<file path="src/rtl/atmega_eep_persist_ctl_if.sv">
// Control, EEPROM external-port and NV-store signals of the EEPROM persistence controller.
// The master modport is the controller side; the slave modport is the EEPROM/NV/CPU side.
interface atmega_eep_persist_ctl_if;
  logic        restore_i;
  logic        modified_i;
  logic        busy_o;
  logic        done_o;
  logic        cpu_stall_o;
  logic        eep_en_o;
  logic [16:0] eep_addr_o;
  logic        eep_wr_o;
  logic [7:0]  eep_wdata_o;
  logic        eep_rd_o;
  logic [7:0]  eep_rdata_i;
  logic        nv_req_o;
  logic        nv_we_o;
  logic [16:0] nv_addr_o;
  logic [7:0]  nv_wdata_o;
  logic [7:0]  nv_rdata_i;
  logic        nv_ack_i;

  modport master (
    input  restore_i, modified_i, eep_rdata_i, nv_rdata_i, nv_ack_i,
    output busy_o, done_o, cpu_stall_o, eep_en_o, eep_addr_o, eep_wr_o, eep_wdata_o,
           eep_rd_o, nv_req_o, nv_we_o, nv_addr_o, nv_wdata_o
  );

  modport slave (
    output restore_i, modified_i, eep_rdata_i, nv_rdata_i, nv_ack_i,
    input  busy_o, done_o, cpu_stall_o, eep_en_o, eep_addr_o, eep_wr_o, eep_wdata_o,
           eep_rd_o, nv_req_o, nv_we_o, nv_addr_o, nv_wdata_o
  );
endinterface

</file>
<file path="src/rtl/atmega_eep_persist_ctl.sv">
// EEPROM persistence sequencer: restores EEPROM from the NV store and saves it back
// once CPU writes have been quiet for IDLE_DLY cycles.
module atmega_eep_persist_ctl #(
  parameter int unsigned EEP_SIZE     = 512,
  parameter int unsigned IDLE_DLY     = 1024,
  parameter bit          AUTO_RESTORE = 1'b1
) (
  input logic                      clk_i,
  input logic                      rst_i,
  atmega_eep_persist_ctl_if.master bus
);

  localparam int unsigned BUS_AW = 17;
  localparam int unsigned AW     = (EEP_SIZE > 1) ? $clog2(EEP_SIZE) : 1;
  localparam int unsigned DW     = (IDLE_DLY > 1) ? $clog2(IDLE_DLY) : 1;
  localparam logic [AW-1:0] LAST_ADDR = AW'(EEP_SIZE - 1);
  localparam logic [DW-1:0] DLY_LOAD  = DW'(IDLE_DLY - 1);

  typedef enum logic [2:0] {IDLE, R_REQ, R_WR, S_WAIT, S_RD, S_CAP, S_REQ, FIN} state_e;

  state_e        state_q, state_d;
  logic [AW-1:0] addr_q, addr_d;
  logic [DW-1:0] dly_q, dly_d;
  logic          pend_q, pend_d;
  logic          boot_q;
  logic [7:0]    eep_wdata_q, eep_wdata_d;
  logic [7:0]    nv_wdata_q, nv_wdata_d;
  logic          busy_q, busy_d, done_q, done_d;
  logic          eep_en_q, eep_en_d, eep_wr_q, eep_wr_d, eep_rd_q, eep_rd_d;
  logic          nv_req_q, nv_req_d, nv_we_q, nv_we_d;

  // Next-state, datapath and registered-output decode
  always_comb begin
    state_d     = state_q;
    addr_d      = addr_q;
    dly_d       = dly_q;
    pend_d      = pend_q;
    eep_wdata_d = eep_wdata_q;
    nv_wdata_d  = nv_wdata_q;

    // A CPU write landing behind the save cursor must trigger another save
    if (bus.modified_i && (state_q inside {S_RD, S_CAP, S_REQ})) pend_d = 1'b1;

    unique case (state_q)
      IDLE: begin
        if (bus.restore_i || (AUTO_RESTORE && boot_q)) begin
          state_d = R_REQ;
          addr_d  = '0;
          if (bus.modified_i) pend_d = 1'b1;
        end else if (bus.modified_i || pend_q) begin
          state_d = S_WAIT;
          dly_d   = DLY_LOAD;
          pend_d  = 1'b0;
        end
      end
      R_REQ: begin
        if (bus.nv_ack_i) begin
          eep_wdata_d = bus.nv_rdata_i;
          state_d     = R_WR;
        end
      end
      R_WR: begin
        if (addr_q == LAST_ADDR) begin
          state_d = FIN;
        end else begin
          addr_d  = addr_q + 1'b1;
          state_d = R_REQ;
        end
      end
      S_WAIT: begin
        if (bus.modified_i) begin
          dly_d = DLY_LOAD;
        end else if (dly_q == '0) begin
          addr_d  = '0;
          state_d = S_RD;
        end else begin
          dly_d = dly_q - 1'b1;
        end
      end
      S_RD:  state_d = S_CAP;
      S_CAP: begin
        nv_wdata_d = bus.eep_rdata_i;
        state_d    = S_REQ;
      end
      S_REQ: begin
        if (bus.nv_ack_i) begin
          if (addr_q == LAST_ADDR) begin
            state_d = FIN;
          end else begin
            addr_d  = addr_q + 1'b1;
            state_d = S_RD;
          end
        end
      end
      FIN: begin
        addr_d  = '0;
        state_d = IDLE;
      end
      default: state_d = IDLE;
    endcase

    busy_d   = (state_d != IDLE);
    done_d   = (state_d == FIN);
    eep_en_d = (state_d inside {R_WR, S_RD, S_CAP});
    eep_wr_d = (state_d == R_WR);
    eep_rd_d = (state_d == S_RD);
    nv_req_d = (state_d inside {R_REQ, S_REQ});
    nv_we_d  = (state_d == S_REQ);
  end

  // State and output registers; reset abandons any NV transfer in flight
  always_ff @(posedge clk_i or posedge rst_i) begin
    if (rst_i) begin
      state_q     <= IDLE;
      addr_q      <= '0;
      dly_q       <= '0;
      pend_q      <= 1'b0;
      boot_q      <= 1'b1;
      eep_wdata_q <= '0;
      nv_wdata_q  <= '0;
      busy_q      <= 1'b0;
      done_q      <= 1'b0;
      eep_en_q    <= 1'b0;
      eep_wr_q    <= 1'b0;
      eep_rd_q    <= 1'b0;
      nv_req_q    <= 1'b0;
      nv_we_q     <= 1'b0;
    end else begin
      state_q     <= state_d;
      addr_q      <= addr_d;
      dly_q       <= dly_d;
      pend_q      <= pend_d;
      boot_q      <= 1'b0;
      eep_wdata_q <= eep_wdata_d;
      nv_wdata_q  <= nv_wdata_d;
      busy_q      <= busy_d;
      done_q      <= done_d;
      eep_en_q    <= eep_en_d;
      eep_wr_q    <= eep_wr_d;
      eep_rd_q    <= eep_rd_d;
      nv_req_q    <= nv_req_d;
      nv_we_q     <= nv_we_d;
    end
  end

  assign bus.busy_o      = busy_q;
  assign bus.done_o      = done_q;
  assign bus.cpu_stall_o = eep_en_q;
  assign bus.eep_en_o    = eep_en_q;
  assign bus.eep_addr_o  = BUS_AW'(addr_q);
  assign bus.eep_wr_o    = eep_wr_q;
  assign bus.eep_wdata_o = eep_wdata_q;
  assign bus.eep_rd_o    = eep_rd_q;
  assign bus.nv_req_o    = nv_req_q;
  assign bus.nv_we_o     = nv_we_q;
  assign bus.nv_addr_o   = BUS_AW'(addr_q);
  assign bus.nv_wdata_o  = nv_wdata_q;

endmodule

</file>
<file path="src/flat_wrapper.sv">
// flat-port wrapper written by rule: the top's interface ports become plain ports
module atmega_eep_persist_ctl_flat 
#(
  parameter int unsigned EEP_SIZE     = 512,
  parameter int unsigned IDLE_DLY     = 1024,
  parameter bit          AUTO_RESTORE = 1'b1
)
  (clk_i, rst_i, bus_restore_i, bus_modified_i, bus_eep_rdata_i, bus_nv_rdata_i, bus_nv_ack_i, bus_busy_o, bus_done_o, bus_cpu_stall_o, bus_eep_en_o, bus_eep_addr_o, bus_eep_wr_o, bus_eep_wdata_o, bus_eep_rd_o, bus_nv_req_o, bus_nv_we_o, bus_nv_addr_o, bus_nv_wdata_o);
  atmega_eep_persist_ctl_if bus_i ();
  input logic clk_i;
  input logic rst_i;
  input wire logic [$bits(bus_i.restore_i)-1:0] bus_restore_i;
  input wire logic [$bits(bus_i.modified_i)-1:0] bus_modified_i;
  input wire logic [$bits(bus_i.eep_rdata_i)-1:0] bus_eep_rdata_i;
  input wire logic [$bits(bus_i.nv_rdata_i)-1:0] bus_nv_rdata_i;
  input wire logic [$bits(bus_i.nv_ack_i)-1:0] bus_nv_ack_i;
  output wire logic [$bits(bus_i.busy_o)-1:0] bus_busy_o;
  output wire logic [$bits(bus_i.done_o)-1:0] bus_done_o;
  output wire logic [$bits(bus_i.cpu_stall_o)-1:0] bus_cpu_stall_o;
  output wire logic [$bits(bus_i.eep_en_o)-1:0] bus_eep_en_o;
  output wire logic [$bits(bus_i.eep_addr_o)-1:0] bus_eep_addr_o;
  output wire logic [$bits(bus_i.eep_wr_o)-1:0] bus_eep_wr_o;
  output wire logic [$bits(bus_i.eep_wdata_o)-1:0] bus_eep_wdata_o;
  output wire logic [$bits(bus_i.eep_rd_o)-1:0] bus_eep_rd_o;
  output wire logic [$bits(bus_i.nv_req_o)-1:0] bus_nv_req_o;
  output wire logic [$bits(bus_i.nv_we_o)-1:0] bus_nv_we_o;
  output wire logic [$bits(bus_i.nv_addr_o)-1:0] bus_nv_addr_o;
  output wire logic [$bits(bus_i.nv_wdata_o)-1:0] bus_nv_wdata_o;
  assign bus_i.restore_i = bus_restore_i;
  assign bus_i.modified_i = bus_modified_i;
  assign bus_i.eep_rdata_i = bus_eep_rdata_i;
  assign bus_i.nv_rdata_i = bus_nv_rdata_i;
  assign bus_i.nv_ack_i = bus_nv_ack_i;
  assign bus_busy_o = bus_i.busy_o;
  assign bus_done_o = bus_i.done_o;
  assign bus_cpu_stall_o = bus_i.cpu_stall_o;
  assign bus_eep_en_o = bus_i.eep_en_o;
  assign bus_eep_addr_o = bus_i.eep_addr_o;
  assign bus_eep_wr_o = bus_i.eep_wr_o;
  assign bus_eep_wdata_o = bus_i.eep_wdata_o;
  assign bus_eep_rd_o = bus_i.eep_rd_o;
  assign bus_nv_req_o = bus_i.nv_req_o;
  assign bus_nv_we_o = bus_i.nv_we_o;
  assign bus_nv_addr_o = bus_i.nv_addr_o;
  assign bus_nv_wdata_o = bus_i.nv_wdata_o;
  atmega_eep_persist_ctl #(.EEP_SIZE(EEP_SIZE), .IDLE_DLY(IDLE_DLY), .AUTO_RESTORE(AUTO_RESTORE)) u_core (.clk_i(clk_i), .rst_i(rst_i), .bus(bus_i));
endmodule
</file>
<file path="config.mk">
export PLATFORM = sky130hd
export DESIGN_NAME = atmega_eep_persist_ctl_flat
export DESIGN_NICKNAME = d
export VERILOG_FILES = /design/src/rtl/atmega_eep_persist_ctl_if.sv /design/src/rtl/atmega_eep_persist_ctl.sv /design/src/flat_wrapper.sv
export SDC_FILE = /design/constraint.sdc
export NUM_CORES = 1
export LEC_CHECK = 0
export BUFFER_PORTS_ARGS = -buffer_cell sky130_fd_sc_hd__buf_4
export CAP_MARGIN = 0
export CORE_MARGIN = 2
export CORE_UTILIZATION = 55
export DETAILED_ROUTE_END_ITERATION = 16
export MAX_ROUTING_LAYER = met4
export PLACE_DENSITY_LB_ADDON = 0.15
export SYNTH_ARGS = -nofsm -noshare
export SYNTH_HDL_FRONTEND = slang
export SYNTH_SLANG_ARGS = --single-unit
</file>
<file path="constraint.sdc">
create_clock -name clk_i -period 7.1 [get_ports clk_i]
set_input_delay 0.71 -clock clk_i [delete_from_list [all_inputs] [get_ports clk_i]]
set_output_delay 0.71 -clock clk_i [all_outputs]
set_load 0.05 [all_outputs]
</file>
==> impl_metrics.tcl <==
set metrics [dict create \
    drt_pass1_iterations 4 \
    dieArea_um2 5050 \
    cts_tree "yes" \
    yosysTopAreaCell "dfrtp_1" \
    synth_edf_count 0 \
    grt_pass1_wl_um 8170 \
    ant_nets 0 \
    area_growth_pct 17.4 \
    drive_gt1_frac 0.318 \
    wl_um 4830 \
    seqPwrFrac 0.343 \
    rows 24 \
    stdcell_area_um2 2900 \
    synthCells 252 \
    maxSlewViolCount 0 \
    cts.hold.buffers_added 0 \
    status "completed" \
    hp-class "reg2reg" \
    p_sw_mw 0.580 \
    grt_pass1_vias 1803 \
    cts_setup_buffers 0 \
    placed_cell_area_um2 2820 \
    worstPathRequired_ns 7.28 \
    hold-path-endpoint "u_core.bus.eep_wdata_o[4]$_DFFE_PP0P_" \
    critPathMaxFanout 14 \
    cts_made_buffers 5 \
    dp_hpwl_um 3530 \
    synth_top_area_frac 0.466 \
    syn_area_per_cell_um2 9.81 \
    hold_ws_ns 0.483 \
    regToRegSetupSlack_ns 4.43 \
    overflow 0 \
    synth_cell_types 49 \
    holdCritStartpoint "u_core.bus.eep_wdata_o[4]$_DFFE_PP0P_" \
    synth_seq_cells 47 \
    r2r_cells 5 \
    vias_per_cell 5.43 \
    cts-root-buf "clkbuf_8" \
    rsz0062_at_grt "no" \
    fp.coreArea_um2 4350 \
    ys_async_sr_fraction 1.00 \
    drtIter0Drc 136 \
    min_period_over_period 0.376 \
    ctsResizeCount 0 \
    p_int_mw 0.581 \
    nets 328 \
    ys.flop_type "dfrtp_1" \
    swShare 0.499 \
    timing.rr.end "u_core.dly_q[7]$_DFFE_PP0P_" \
    cts.sinks 47 \
    die_x_um 71.0 \
    fill_cells 363 \
    cp-end-kind "flop" \
    fmax_mhz 374 \
    die_h_um 71.0 \
    pin_count 79 \
    tns_ns 0 \
    grt_max_degree 48 \
    clk_pin_slew_ns 0.08 \
    p_clk_frac 0.133 \
    clock_skew_ns 0.00292 \
    port_buffers 62 \
    place_ws_ns 4.30 \
    antenna_found_initial 0 \
    worstReg2RegStart "u_core.state_q[0]$_DFF_PP0_" \
    finalCriticalPeriod_ns 2.67 \
    instances_no_fill 357 \
    ys_warn_count 0 \
    wl_per_cell_um 13.5 \
    n_antenna_cell 0 \
    peakVddDrop_mv 0.221 \
    vias 1938 \
    maxCapViolCount 0 \
    crit_arrival_ns 2.86 \
    htree_levels 2 \
    slew-limit-headroom 0.151 \
    clk_latency_ns 0.29 \
    worst_slack_ns 4.43 \
    grt.total_usage 0.208 \
    pwr-share-comb 0.524 \
    worst_setup_path_start_kind "flop" \
    holdPathStages 2 \
    syn_area_um2 2470 \
    gp_congestion 0.845 \
    final-hold-violation-count 0 \
    setup_viol 0 \
    worst_pin_slew_ns 1.26 \
    critPathKind "reg2reg" \
    drc_errors 0 \
    start_util 0.568 \
    synth_seq_area_share 0.476 \
    total_leakage_power_nw 1.40 \
    cts_buffer_depth 2 \
    powerDensity_nw_per_um2 400 \
    synth_area_leaders "dfrtp_1, buf_4, nand2_1" \
    dp.cells 349 \
]
-- how the worst max path moves through the flow --
stage                                            start                             to  cells past startpoint
after floorplan           u_core.addr_q[0]$_DFFE_PP0P_  u_core.bus.nv_req_o$_DFF_PP0_                     10
after global placement                  bus_modified_i    u_core.dly_q[7]$_DFFE_PP0P_                      6
after detailed placement                bus_modified_i    u_core.dly_q[7]$_DFFE_PP0P_                      6
after CTS                 u_core.addr_q[0]$_DFFE_PP0P_    u_core.bus.busy_o$_DFF_PP0_                     10
after global routing       u_core.state_q[0]$_DFF_PP0_    u_core.dly_q[7]$_DFFE_PP0P_                      5
final                      u_core.state_q[0]$_DFF_PP0_    u_core.dly_q[7]$_DFFE_PP0P_                      5
-- synthesized netlist by cell type, drive strengths merged, types with 2 or more instances --
library cell / count
nand3b: 2
a21o: 6
mux2: 9
o21ai: 6
buf: 30
clkbuf: 4
nor2: 12
o31ai: 8
nor3: 7
nor3b: 2
and3: 3
ha: 3
a31oi: 3
mux2i: 3
o22a: 2
or2: 5
or3: 7
inv: 11
nand2: 38
nand3: 14
or4: 3
dfrtp: 46
a21oi: 9
-- power groups by stage --
stage               combinational, mW  clock [mW]  sequential, mW
finish                          0.608       0.155           0.398
global route                    0.646       0.170           0.410
CTS                             0.612       0.161           0.397
detailed placement              0.611           0           0.402
global placement                0.601           0           0.401
floorplan                       0.331           0           0.558
-- stage by stage --
step	util	total power [mW]
floorplan	-	0.889
global placement	0.647	1.00
detailed placement	0.647	1.01
CTS	0.666	1.17
global route	0.666	1.23
finish	0.666	1.16
-- placed cells by master, fill, tap and decap left out, types with 3 or more instances in the layout --
master,count
a21o_2,5
a21oi_1,9
a31oi_1,3
and3_1,3
buf_4,63
clkbuf_8,5
conb_1,17
dfrtp_1,46
ha_1,3
inv_1,10
mux2_2,9
mux2i_1,3
nand2_1,38
nand3_1,13
nor2_1,11
nor3_1,7
o21ai_0,6
o31ai_1,7
or2_2,5
or3_1,7
-- routing by layer --
layer  wire [µm]  global-route usage  up-vias
met4          72              0.0734        0
met2        2330               0.317       71
met1        2170               0.274      922
li1            -                   -      938
met3         253              0.0513        7
met5           0                   -        -
-- final cells by class --
| class | instances | area, µm² | share of cell area |
|---|---|---|---|
| clock buffer | 6 | 72.6 | 0.0250 |
| clock inverter | 2 | 12.5 | 0.00431 |
| inverter | 12 | 45.0 | 0.0155 |
| multi-input combinational | 175 | 1060 | 0.364 |
| sequential | 47 | 1180 | 0.406 |
| tap | 52 | 65.1 | 0.0224 |
| timing repair buffer | 63 | 473 | 0.163 |
-- kinds of logic (layout without fill, tap and decap cells) --
logic type               count (synthesis)  after routing  synth area share
multiplexers                            12             12            0.0532
other                                    1             17           0.00152
AND/OR/NAND/NOR                        100            100             0.209
AO/OA/AOI/OAI                           42             42             0.120
adder cells (fa/ha/maj)                  4              4            0.0192
flip-flops                              47             47             0.476
buffers and inverters                   46             83             0.121
-- state kept, by name, summed over array words and instances (netlist names), 3 cells and up --
register,cells
u_core.dly_q,10
u_core.state_q,3
u_core.bus.nv_wdata_o,8
u_core.bus.eep_wdata_o,8
u_core.addr_q,9
-- critical path, stage by stage (launching register included) --
cell and delay [ns]:
dfrtp_1 0.61, nor4bb_1 1.11, nand4_1 0.22, and2_1 0.29
o31a_1 0.14, o22a_1 0.19
Power figures use the tool's default switching activity.
